File: config.mk
export PLATFORM = sky130hd
export DESIGN_NAME = fetch_unit_flat
export DESIGN_NICKNAME = d
export VERILOG_FILES = /design/src/rtl/fetch_unit_if.sv /design/src/rtl/fetch_unit.sv /design/src/flat_wrapper.sv
export SDC_FILE = /design/constraint.sdc
export NUM_CORES = 1
export LEC_CHECK = 0
export BUFFER_PORTS_ARGS = -buffer_cell sky130_fd_sc_hd__buf_2
export CAP_MARGIN = 20
export CELL_PAD_IN_SITES_DETAIL_PLACEMENT = 1
export CELL_PAD_IN_SITES_GLOBAL_PLACEMENT = 1
export CORE_ASPECT_RATIO = 1.1
export CORE_MARGIN = 1.5
export CORE_UTILIZATION = 41
export CTS_CLUSTER_DIAMETER = 60
export DETAILED_ROUTE_END_ITERATION = 7
export GPL_TIMING_DRIVEN = 0
export PLACE_DENSITY_LB_ADDON = 0.1
export SETUP_SLACK_MARGIN = 0.5
export SLEW_MARGIN = 20
export SYNTH_ARGS = -nofsm -noshare
export SYNTH_HDL_FRONTEND = slang
export SYNTH_SLANG_ARGS = --single-unit
File: constraint.sdc
create_clock -name clk -period 2.6 [get_ports clk]
set_input_delay 0.52 -clock clk [delete_from_list [all_inputs] [get_ports clk]]
set_output_delay 0.52 -clock clk [all_outputs]
set_load 0.1 [all_outputs]
File: src/rtl/fetch_unit_if.sv
// Instruction-memory request/response bundle between the fetch stage and imem.
// Combinational wires only; the fetch side drives req/addr, memory drives ready/rdata.
// Memory may hold imem_ready low for any number of cycles; the fetch side keeps addr stable.
interface fetch_unit_if;
  logic        imem_req;
  logic [31:0] imem_addr;
  logic        imem_ready;
  logic [31:0] imem_rdata;

  modport master (
    output imem_req,
    output imem_addr,
    input  imem_ready,
    input  imem_rdata
  );

  modport slave (
    input  imem_req,
    input  imem_addr,
    output imem_ready,
    output imem_rdata
  );
endinterface

File: src/rtl/fetch_unit.sv
// Instruction fetch stage: PC, single outstanding imem request, IF/ID register.
// Latency: zero-wait memory puts an instruction requested in cycle N into IF/ID at N+1.
// Backpressure: a stall parks one returned word in a skid buffer and stops requesting.
module fetch_unit #(
  parameter logic [31:0] RESET_PC  = 32'h0000_0000,
  parameter logic [31:0] NOP_INSTR = 32'h0000_0013
) (
  input  logic                clk,
  input  logic                rst,
  input  logic                pc_write,
  input  logic                if_id_write,
  input  logic                branch_taken,
  input  logic [31:0]         branch_target,
  fetch_unit_if.master        imem,
  output logic                if_id_valid,
  output logic [31:0]         if_id_pc,
  output logic [31:0]         if_id_pc_plus4,
  output logic [31:0]         if_id_instr
);

  typedef enum logic [1:0] {
    FETCH = 2'd0,
    HOLD  = 2'd1,
    DRAIN = 2'd2
  } state_t;

  state_t      state, state_nxt;
  logic [31:0] pc, pc_nxt;
  logic [31:0] req_addr, req_addr_nxt;
  logic [31:0] hold_instr, hold_nxt;
  logic        id_load;
  logic        id_bubble;
  logic [31:0] id_instr_src;
  logic [31:0] pc_plus4;
  logic        advance;

  assign advance  = pc_write && if_id_write;
  assign pc_plus4 = pc + 32'd4;

  // DRAIN re-presents the stale address so the pending handshake stays stable.
  assign imem.imem_req  = !rst && (state != HOLD);
  assign imem.imem_addr = (state == DRAIN) ? req_addr : pc;

  // Next-state, next-PC and IF/ID load/bubble decisions.
  always_comb begin
    state_nxt    = state;
    pc_nxt       = pc;
    req_addr_nxt = req_addr;
    hold_nxt     = hold_instr;
    id_load      = 1'b0;
    id_bubble    = 1'b0;
    id_instr_src = hold_instr;
    case (state)
      FETCH: begin
        // pc cannot move while a request waits, so re-latching it is harmless.
        req_addr_nxt = pc;
        if (imem.imem_ready) begin
          if (branch_taken) begin
            pc_nxt    = branch_target;
            id_bubble = 1'b1;
          end else if (advance) begin
            id_load      = 1'b1;
            id_instr_src = imem.imem_rdata;
            pc_nxt       = pc_plus4;
          end else begin
            hold_nxt  = imem.imem_rdata;
            state_nxt = HOLD;
          end
        end else if (branch_taken) begin
          pc_nxt    = branch_target;
          id_bubble = 1'b1;
          state_nxt = DRAIN;
        end else if (if_id_write) begin
          id_bubble = 1'b1;
        end
      end
      HOLD: begin
        if (branch_taken) begin
          pc_nxt    = branch_target;
          id_bubble = 1'b1;
          state_nxt = FETCH;
        end else if (advance) begin
          id_load   = 1'b1;
          pc_nxt    = pc_plus4;
          state_nxt = FETCH;
        end
      end
      DRAIN: begin
        if (branch_taken) begin
          pc_nxt    = branch_target;
          id_bubble = 1'b1;
        end else if (if_id_write) begin
          id_bubble = 1'b1;
        end
        if (imem.imem_ready) begin
          state_nxt = FETCH;
        end
      end
      default: state_nxt = FETCH;
    endcase
  end

  // State register.
  always_ff @(posedge clk) begin
    if (rst) begin
      state <= FETCH;
    end else begin
      state <= state_nxt;
    end
  end

  // PC, outstanding address, skid buffer and IF/ID register.
  always_ff @(posedge clk) begin
    if (rst) begin
      pc             <= RESET_PC;
      req_addr       <= RESET_PC;
      hold_instr     <= NOP_INSTR;
      if_id_valid    <= 1'b0;
      if_id_pc       <= 32'd0;
      if_id_pc_plus4 <= 32'd0;
      if_id_instr    <= NOP_INSTR;
    end else begin
      pc         <= pc_nxt;
      req_addr   <= req_addr_nxt;
      hold_instr <= hold_nxt;
      if (id_load) begin
        if_id_valid    <= 1'b1;
        if_id_pc       <= pc;
        if_id_pc_plus4 <= pc_plus4;
        if_id_instr    <= id_instr_src;
      end else if (id_bubble) begin
        if_id_valid <= 1'b0;
        if_id_instr <= NOP_INSTR;
      end
    end
  end

endmodule

File: src/flat_wrapper.sv
// flat-port wrapper written by rule: the top's interface ports become plain ports
module fetch_unit_flat 
#(
  parameter logic [31:0] RESET_PC  = 32'h0000_0000,
  parameter logic [31:0] NOP_INSTR = 32'h0000_0013
)
  (clk, rst, pc_write, if_id_write, branch_taken, branch_target, if_id_valid, if_id_pc, if_id_pc_plus4, if_id_instr, imem_imem_req, imem_imem_addr, imem_imem_ready, imem_imem_rdata);
  fetch_unit_if imem_i ();
  input  logic clk;
  input  logic rst;
  input  logic pc_write;
  input  logic if_id_write;
  input  logic branch_taken;
  input  logic [31:0] branch_target;
  output logic if_id_valid;
  output logic [31:0] if_id_pc;
  output logic [31:0] if_id_pc_plus4;
  output logic [31:0] if_id_instr;
  output wire logic [$bits(imem_i.imem_req)-1:0] imem_imem_req;
  output wire logic [$bits(imem_i.imem_addr)-1:0] imem_imem_addr;
  input wire logic [$bits(imem_i.imem_ready)-1:0] imem_imem_ready;
  input wire logic [$bits(imem_i.imem_rdata)-1:0] imem_imem_rdata;
  assign imem_imem_req = imem_i.imem_req;
  assign imem_imem_addr = imem_i.imem_addr;
  assign imem_i.imem_ready = imem_imem_ready;
  assign imem_i.imem_rdata = imem_imem_rdata;
  fetch_unit #(.RESET_PC(RESET_PC), .NOP_INSTR(NOP_INSTR)) u_core (.clk(clk), .rst(rst), .pc_write(pc_write), .if_id_write(if_id_write), .branch_taken(branch_taken), .branch_target(branch_target), .imem(imem_i), .if_id_valid(if_id_valid), .if_id_pc(if_id_pc), .if_id_pc_plus4(if_id_pc_plus4), .if_id_instr(if_id_instr));
endmodule
==> metrics, run 1 <==
outcome complete, but fails checks; failing checks DRC; YS warnings 0; CTS clk-pin slew, worst paths 80 ps; CTS Sinks 193; largest family of logic cells by synthesized area simple AND/OR/NAND/NOR gates; Compound-Gate Fraction of Synth Area 18.60%; mux contribution to synthesized area 9.883%; Hold Slack 299.9 ps; initial core utilization 42.01%; worst hold path class input port to flop; TritonCTS Buffers 17; Synth Area in XOR/XNOR 3.196%; Worst setup SP type flop; CTS Hold Bufs 0; Netlist cell types 75; P&R area growth vs syn 41.52%; worst clock skew 10.56 ps; Overall Power 8.449 mW; Max VDD drop 473.3 µV; HPWL Detailed 25360 µm; clock power share 32.6%; global-route wire length before repair 56210 µm; placed cell count 1599; final worst path period need 2459 ps; initial antenna violation count 4; crit path capture type output pin; total track usage 30.77%; final cell count without fillers 1683; design area 13190 µm²; async set-reset flop share out of synthesis 0%; Adder-Cell Fraction of Synth Area 0.8057%; area of the multi-input gates 5485 µm²; routability cong. 0.8846; Least-Margin Pin Slew 968.8 ps; I/O Buffers 198; fmax 0.4067 GHz; Synth Cell Area 9318 µm²; Die H 161.1 µm; Cell Pwr Density 640.7 nW/µm²; syn_nets 1182; max-slew violations 0; Ports 200; Synth Register Bits 193; CP Data Required Time 2080 ps; worst skew pair latency 450 ps; Residual DRC 1; critical path peak fanout 6; largest net degree at the start of global routing 17; critical path class flop to output pin; max cap viols 0; Setup Viol. Count Final 0; wirelength, routed 39260 µm; FILL cells 2571; Top Metal Used met5; Power Internal 5.488 mW; M1 WL 15210 µm; fraction of layout cells with a size suffix above 1 36.70%; Vias/cell 5.883; RSZ-0062 raised after global routing yes; metal3 WL 2827 µm; Tcrit/Tclk final 94.57%; Synth Area in Simple Gates 19.94%; endpoints failing hold 0; sw power 2.961 mW; WP data arrival 1940 ps; FF/Latch Area 3875 µm²; relative slew slack 35.42%; Die Area 23640 µm²; clock tree buffer depth 2; Row Count 57; Net count, final 1452; Gate power share 29.9%; fin worst setup slack 141.2 ps; Post-synth EDFFs 0; post-synthesis sequential area ratio 41.47%; Avg Synthesized Cell Area 8.425 µm²; Routed Antenna Nets 0; core area 22180 µm²; met2 WL 19320 µm; Leak 5.518 nW; Die Wd 146.7 µm; DR WL/cell 23.33 µm; CTS tree done; Root Driver clkbuf_16; Seq pwr share 37.5%; Main synth FF type dfxtp_1; vias in the first global route 9905; initial DRC count 730; Switching Share 35.04%; CTS H-tree lvls 4; Vias 9901; Synth Instances 1106; drt pass-1 iters 8; pre-CTS setup slack -408.1 ps; grt total ovfl 0; Placement Cell Area 10770 µm²
-- kinds of logic after synthesis --
logic type,after synthesis
compound gates,272
xor+xnor,34
fa+ha+maj,6
buf+inv,118
flops,193
mux,86
simple gates,397
-- metal layers --
layer	up-vias	global-route usage, %
met5	-	0
li1	4439	-
met2	437	52.66
met3	138	7.712
met1	4881	36.13
met4	6	14.23
-- placed cells by master (no fill, tap or decap), types with 7 or more instances in the layout --
master     instances
xnor2_1           26
clkbuf_2          21
nand2_1          172
o22ai_1            7
o21ai_1            7
buf_4             55
clkbuf_16         22
nor3_1            12
a222oi_1          14
buf_12            41
mux2_2            19
dfxtp_1          190
o21ai_0           32
a211oi_1          11
mux2i_1           37
inv_1              7
a22oi_1           18
nand4_1           12
nor2_1           106
clkbuf_1          23
nand3_1           17
a21oi_1          102
buf_2            179
buf_6             24
a31oi_1           13
xor2_1             8
mux2_4            29
-- per-stage QoR --
stage / utilization [%] / setup TNS [ps]
after global placement: 48.55 / -19890
final: 59.45 / 0
after floorplan: - / 0
after detailed placement: 48.55 / -23880
after CTS: 55.57 / 0
after global routing: 59.44 / 0
-- power by group through the flow --
stage	combinational [mW]	clock [mW]	sequential, mW
finish	2.53	2.75	3.17
global route	2.63	2.86	3.18
CTS	2.18	2.75	3.16
detailed placement	1.87	0	3.22
global placement	1.84	0	3.22
floorplan	1.18	0	3.44
-- path summary, 6_finish.rpt --
path / startpoint / endpoint / slack, ps / cells after the start
setup / recovery: u_core.state[0] / imem_imem_addr[29] / 140 / 6
hold reg to reg: u_core.if_id_pc[18] / u_core.if_id_pc[18] / 450 / 2
setup reg to reg: u_core.state[0] / u_core.if_id_instr[9] / 420 / 12
hold / removal: imem_imem_rdata[0] / u_core.hold_instr[0] / 300 / 3
-- final cells by class --
cell class                 instances  area share [%]
buffer                           109           6.206
tap                              295           2.799
sequential                       193           29.39
inverter                           9          0.2847
clock inverter                    10          0.9489
multi-input combinational        795           41.60
antenna                            1         0.01898
timing repair buffer             251           15.30
clock buffer                      20           3.463
-- cells in the mapped netlist (all sizes together) (8+ instances only) --
cell type  number  share of area (%)
nor3           16               0.91
nand2         178                7.2
mux2i          38                4.1
a31oi          13               0.87
a211oi         16                1.3
nand4          14                1.2
o21ai          46                2.5
xor2            8               0.75
dfxtp         193                 41
a22oi          23                1.9
nor4           13                1.5
a222oi         14                1.5
mux2           48                5.8
xnor2          26                2.4
nor2          114                4.6
nand3          19                1.3
inv             8               0.32
a21oi         108                5.8
clkbuf         62                2.5
buf            47                3.2
-- state kept, by name, indices dropped and copies added, names as in the netlist --
signal	cells
u_core.hold_instr	32
u_core.if_id_instr	32
u_core.if_id_pc	32
u_core.if_id_pc_plus4	30
u_core.if_id_valid	1
u_core.pc	32
u_core.req_addr	32
u_core.state	2
-- what timing repair did --
action                     in CTS  in global routing
pin swaps                       7                 28
cloned                          2                  3
resized for setup             221                176
setup endpoints to repair     190                167
buffers inserted               21                 27
-- worst max-delay path: stages (launching register included) --
cell	delay, ps
dfxtp_4	360
inv_4	70
ha_4	190
clkbuf_16	200
clkbuf_16	180
mux2_4	320
buf_12	170
Note: power is estimated with default switching activity, not from simulation.
==> run 2: changes to the inputs <==
--- a/config.mk
+++ b/config.mk
@@ -5,15 +5,15 @@
 export SDC_FILE = /design/constraint.sdc
 export NUM_CORES = 1
 export LEC_CHECK = 0
-export BUFFER_PORTS_ARGS = -buffer_cell sky130_fd_sc_hd__buf_2
 export CAP_MARGIN = 20
 export CELL_PAD_IN_SITES_DETAIL_PLACEMENT = 1
 export CELL_PAD_IN_SITES_GLOBAL_PLACEMENT = 1
 export CORE_ASPECT_RATIO = 1.1
 export CORE_MARGIN = 1.5
-export CORE_UTILIZATION = 41
+export CORE_UTILIZATION = 47
 export CTS_CLUSTER_DIAMETER = 60
 export DETAILED_ROUTE_END_ITERATION = 7
+export DONT_BUFFER_PORTS = 1
 export GPL_TIMING_DRIVEN = 0
 export PLACE_DENSITY_LB_ADDON = 0.1
 export SETUP_SLACK_MARGIN = 0.5
==> metrics, run 2 (synthesized netlist as in run 1, its figures left out) <==
outcome finished clean; largest net degree at the start of global routing 20; P&R area growth vs syn 28.00%; CP Data Required Time 2080 ps; hold path start imem_imem_rdata[26]; Tcrit/Tclk final 95.34%; fmax 0.4034 GHz; routability cong. 0.9086; FILL cells 2217; CTS Hold Bufs 0; vias in the first global route 9162; Vias 9502; clock tree buffer depth 2; Ports 200; RR Endpoint u_core.pc[29]; I/O Buffers 0; worst clock skew 13.04 ps; FF-to-FF setup slack 280 ps; FF/Latch Area 3877 µm²; worst skew pair latency 460 ps; Die Wd 137.3 µm; initial core utilization 48.29%; initial DRC count 725; fraction of layout cells with a size suffix above 1 28.49%; area of the multi-input gates 5602 µm²; Vias/cell 6.549; TritonCTS Buffers 17; grt total ovfl 0; r2r worst-path depth 10; Diodes inserted 0; Routed Antenna Nets 0; Critical R2R Launch u_core.state[0]; post-layout util 61.80%; WP data arrival 1960 ps; final worst path period need 2479 ps; max-slew violations 0; Root Driver clkbuf_16; Cell Pwr Density 701.9 nW/µm²; Setup Viol. Count Final 0; wirelength, routed 40510 µm; Die H 150.7 µm; core area 19300 µm²; commonest non-fill, non-tap cell in the layout dfxtp_1; global-route wire length before repair 53100 µm; endpoints failing hold 0; Max VDD drop 531.7 µV; Least-Margin Pin Slew 1082 ps; setup TNS 0 ps; relative slew slack 27.75%; Die Area 20680 µm²; WHS Endpoint u_core.hold_instr[26]; crit path capture type output pin; CTS Sinks 193; critical path peak fanout 6; drt pass-1 iters 7; HPWL Detailed 24220 µm; most frequent cells in the layout 188 x dfxtp_1, 176 x nand2_1, 103 x nor2_1; critical path class flop to output pin; CTS H-tree lvls 4; max cap viols 0; Worst setup SP type flop; Net count, final 1267; total track usage 34.60%; Residual DRC 0; worst hold path cell count 2; CTS clk-pin slew, worst paths 80 ps; CTS tree done; Hold Slack 188.5 ps; initial antenna violation count 0; DR WL/cell 27.92 µm; RSZ-0062 raised after global routing yes; Row Count 53; Leak 4.559 nW; worst hold path class input port to flop
## run 2: worst max path at each step
stage | cells after the start | endpoint | slack [ps] | start
final | 6 | imem_imem_addr[28] | 120 | u_core.state[0]
after global routing | 6 | imem_imem_addr[28] | 110 | u_core.state[0]
after CTS | 5 | imem_imem_addr[6] | 140 | u_core.state[0]
after detailed placement | 10 | u_core.if_id_pc_plus4[3] | -400 | u_core.state[0]
after global placement | 9 | u_core.if_id_pc[24] | -370 | u_core.state[0]
after floorplan | 5 | imem_imem_addr[18] | 450 | u_core.state[0]
## run 2: metrics by stage
step,power (mW),instances,setup slack (ps),area (µm²)
6_report,8.371,1451,121.3,11930
4_1_cts,7.902,1415,136.7,11090
5_1_grt,8.562,1451,106.4,11930
2_1_floorplan,4.610,1106,452.0,9408
3_3_place_gp,4.924,1353,-368.3,9717
3_5_place_dp,4.957,1353,-397.5,9721
## run 2: layout make-up
cell class | count | area share, %
inverter | 9 | 0.3147
timing repair buffer | 66 | 5.770
multi-input combinational | 796 | 46.97
clock inverter | 14 | 1.427
sequential | 193 | 32.51
tap | 247 | 2.591
buffer | 108 | 6.735
clock buffer | 18 | 3.682
## run 2: report_power, final
group          internal (mW)  total [mW]  leakage, nW  switching, mW
Sequential              3.08        3.41         1.57          0.324
Combinational          0.802        2.18         2.69           1.38
Clock                   1.41        2.78        0.300           1.37
## run 2: what timing repair did
item,in CTS,in global routing
gates cloned,3,4
buffers inserted,27,33
endpoints found under the setup margin,192,215
gates resized for setup,134,180
pin swaps,11,48
## run 2: worst max-delay path, cell delays in order (launching register included)
cell	delay, ps
dfxtp_4	370
inv_4	40
ha_4	160
clkbuf_16	160
clkbuf_16	180
buf_4	150
mux2_4	430
## run 2: layer usage
layer / routed length [µm] / vias up / global-route usage (%)
li1: - / 4086 / -
met1: 14770 / 4669 / 39.34
met2: 19480 / 570 / 59.05
met3: 3912 / 177 / 9.596
met4: 2339 / 0 / 17.79
met5: 0 / - / 0
==> run 3: changes to the inputs <==
--- a/config.mk
+++ b/config.mk
@@ -16,6 +16,7 @@
 export DONT_BUFFER_PORTS = 1
 export GPL_TIMING_DRIVEN = 0
 export PLACE_DENSITY_LB_ADDON = 0.1
+export REMOVE_ABC_BUFFERS = 1
 export SETUP_SLACK_MARGIN = 0.5
 export SLEW_MARGIN = 20
 export SYNTH_ARGS = -nofsm -noshare
==> metrics, run 3 (synthesized netlist as in run 1, its figures left out) <==
P&R area growth vs syn 19.15%; relative slew slack 29.87%; initial antenna violation count 2; initial core utilization 48.29%; vias in the first global route 8178; largest net degree at the start of global routing 165; fmax 0.4242 GHz; CP Data Required Time 2080 ps; Ports 200; final worst path period need 2358 ps; r2r worst-path depth 9; CTS tree done; FILL cells 2204; clock tree buffer depth 2; WP data arrival 1840 ps; fraction of layout cells with a size suffix above 1 22.71%; CP max-delay cell mux2_4; Die H 150.7 µm; FF-to-FF setup slack 500 ps; Cell Pwr Density 701.8 nW/µm²; TritonCTS Buffers 17; Hold Slack 148.4 ps; DR WL/cell 23.30 µm; Net count, final 1169; CTS Hold Bufs 0; RR Endpoint u_core.pc[26]; total track usage 29.41%; drt pass-1 iters 5; Critical Path Sink imem_imem_addr[29]; Setup Viol. Count Final 0; CP peak stage delay 440 ps; Tcrit/Tclk final 90.68%; Row Count 53; Vias 8342; wirelength, routed 31520 µm; Root Driver clkbuf_16; Residual DRC 0; core area 19300 µm²; Die Area 20680 µm²; commonest non-fill, non-tap cell in the layout nand2_1; CTS clk-pin slew, worst paths 80 ps; placed cell count 1255; global-route wire length before repair 46380 µm; I/O Buffers 0; Die Wd 137.3 µm; most frequent cells in the layout 176 x nand2_1, 166 x dfxtp_1, 107 x nor2_1; worst setup path start u_core.state[0]; worst skew pair latency 450 ps; endpoints failing hold 0; routability cong. 0.8183; max cap viols 0; critical-path cell list inv_4 -> ha_4 -> buf_12 -> buf_16 -> mux2_4; Leak 4.054 nW; Routed Antenna Nets 0; RSZ-0062 raised after global routing yes; CTS Sinks 193; Critical R2R Launch u_core.state[0]; Worst Path Buf+Inv 3; CTS H-tree lvls 4; Vias/cell 6.166; Least-Margin Pin Slew 1051 ps; critical path peak fanout 7; grt total ovfl 0; Max VDD drop 503.8 µV; final cell count without fillers 1353; Crit path depth 5; HPWL Detailed 18160 µm; worst clock skew 11.39 ps; cell family with most CP delay multiplexers; critical path class flop to output pin; worst hold path class input port to flop; Worst setup SP type flop; outcome finished clean; initial DRC count 615; max-slew violations 0; crit path capture type output pin
==> run 3: cell types whose count changed in the layout (fill, tap and decap cells not counted), moves of 8 or more <==
cell      previous run  this run
dfxtp_2              2        21
buf_2               19         0
buf_6               30         5
o21ai_0             24        34
clkbuf_2            19         0
a22oi_2             13         0
a22oi_1             10        23
dfxtp_1            188       166
clkbuf_1            25         1
clkbuf_4             8         0
==> run 3: worst min-delay path by stage <==
stage                          startpoint                     to  slack [ps]  cells after the start
floorplan           u_core.hold_instr[11]  u_core.hold_instr[11]         430                      2
global placement    u_core.hold_instr[25]  u_core.hold_instr[25]         440                      2
detailed placement  u_core.hold_instr[30]  u_core.hold_instr[30]         440                      2
CTS                                   rst    u_core.if_id_pc[11]         130                      1
global route                          rst    u_core.if_id_pc[11]         120                      1
finish                                rst    u_core.if_id_pc[11]         150                      1
==> run 3: worst reg2reg max path, cell delays in order, from the launching register on <==
cell       delay [ps]
dfxtp_4           380
inv_4              50
buf_4             130
ha_4              330
buf_4             140
nor2b_4            60
nor3_4            260
buf_6             220
a2111oi_4          90
a2111oi_2         340
==> run 3: timing repair <==
action	CTS	global route
endpoints found under the setup margin	192	101
cloned	5	2
pin swaps	13	18
setup buffers	30	29
resized for setup	101	39
==> run 3: routing by layer <==
metal / track usage (%) / vias to the layer above / share of wire (%)
met5: 0 / - / 0
met4: 9.053 / 0 / 2.5
met3: 9.832 / 64 / 8.6
met2: 50.55 / 318 / 49
met1: 34.49 / 4069 / 40
li1: - / 3891 / -
==> run 3: report_power, final <==
part	internal, mW	switching (mW)
Clock	1.36	1.28
Sequential	3.09	0.415
Combinational	0.624	1.03
Total	5.07	2.72
==> run 3: stage by stage <==
step | worst slack (ps) | total power [mW] | TNS (ps) | utilization, % | cell area (µm²)
floorplan | -2662 | 4.478 | -218230 | - | 8782
global placement | -6021 | 4.733 | -574430 | 47.11 | 9091
detailed placement | -537.6 | 4.804 | -25040 | 48.49 | 9358
CTS | 243.6 | 7.676 | 0 | 55.31 | 10670
global route | 217.2 | 8.048 | 0 | 57.52 | 11100
finish | 242.4 | 7.791 | 0 | 57.53 | 11100
==> run 3: area by class of cell <==
class	instances	area [µm²]	share of cell area [%]
diodes	1	2.502	0.02254
clock buffers	18	429.2	3.866
clock inverters	13	147.6	1.330
inverters	9	41.29	0.3719
multi-input cells	799	5423	48.84
flip-flops and latches	193	3913	35.24
well taps	247	309.0	2.784
repair buffers	73	837.1	7.540
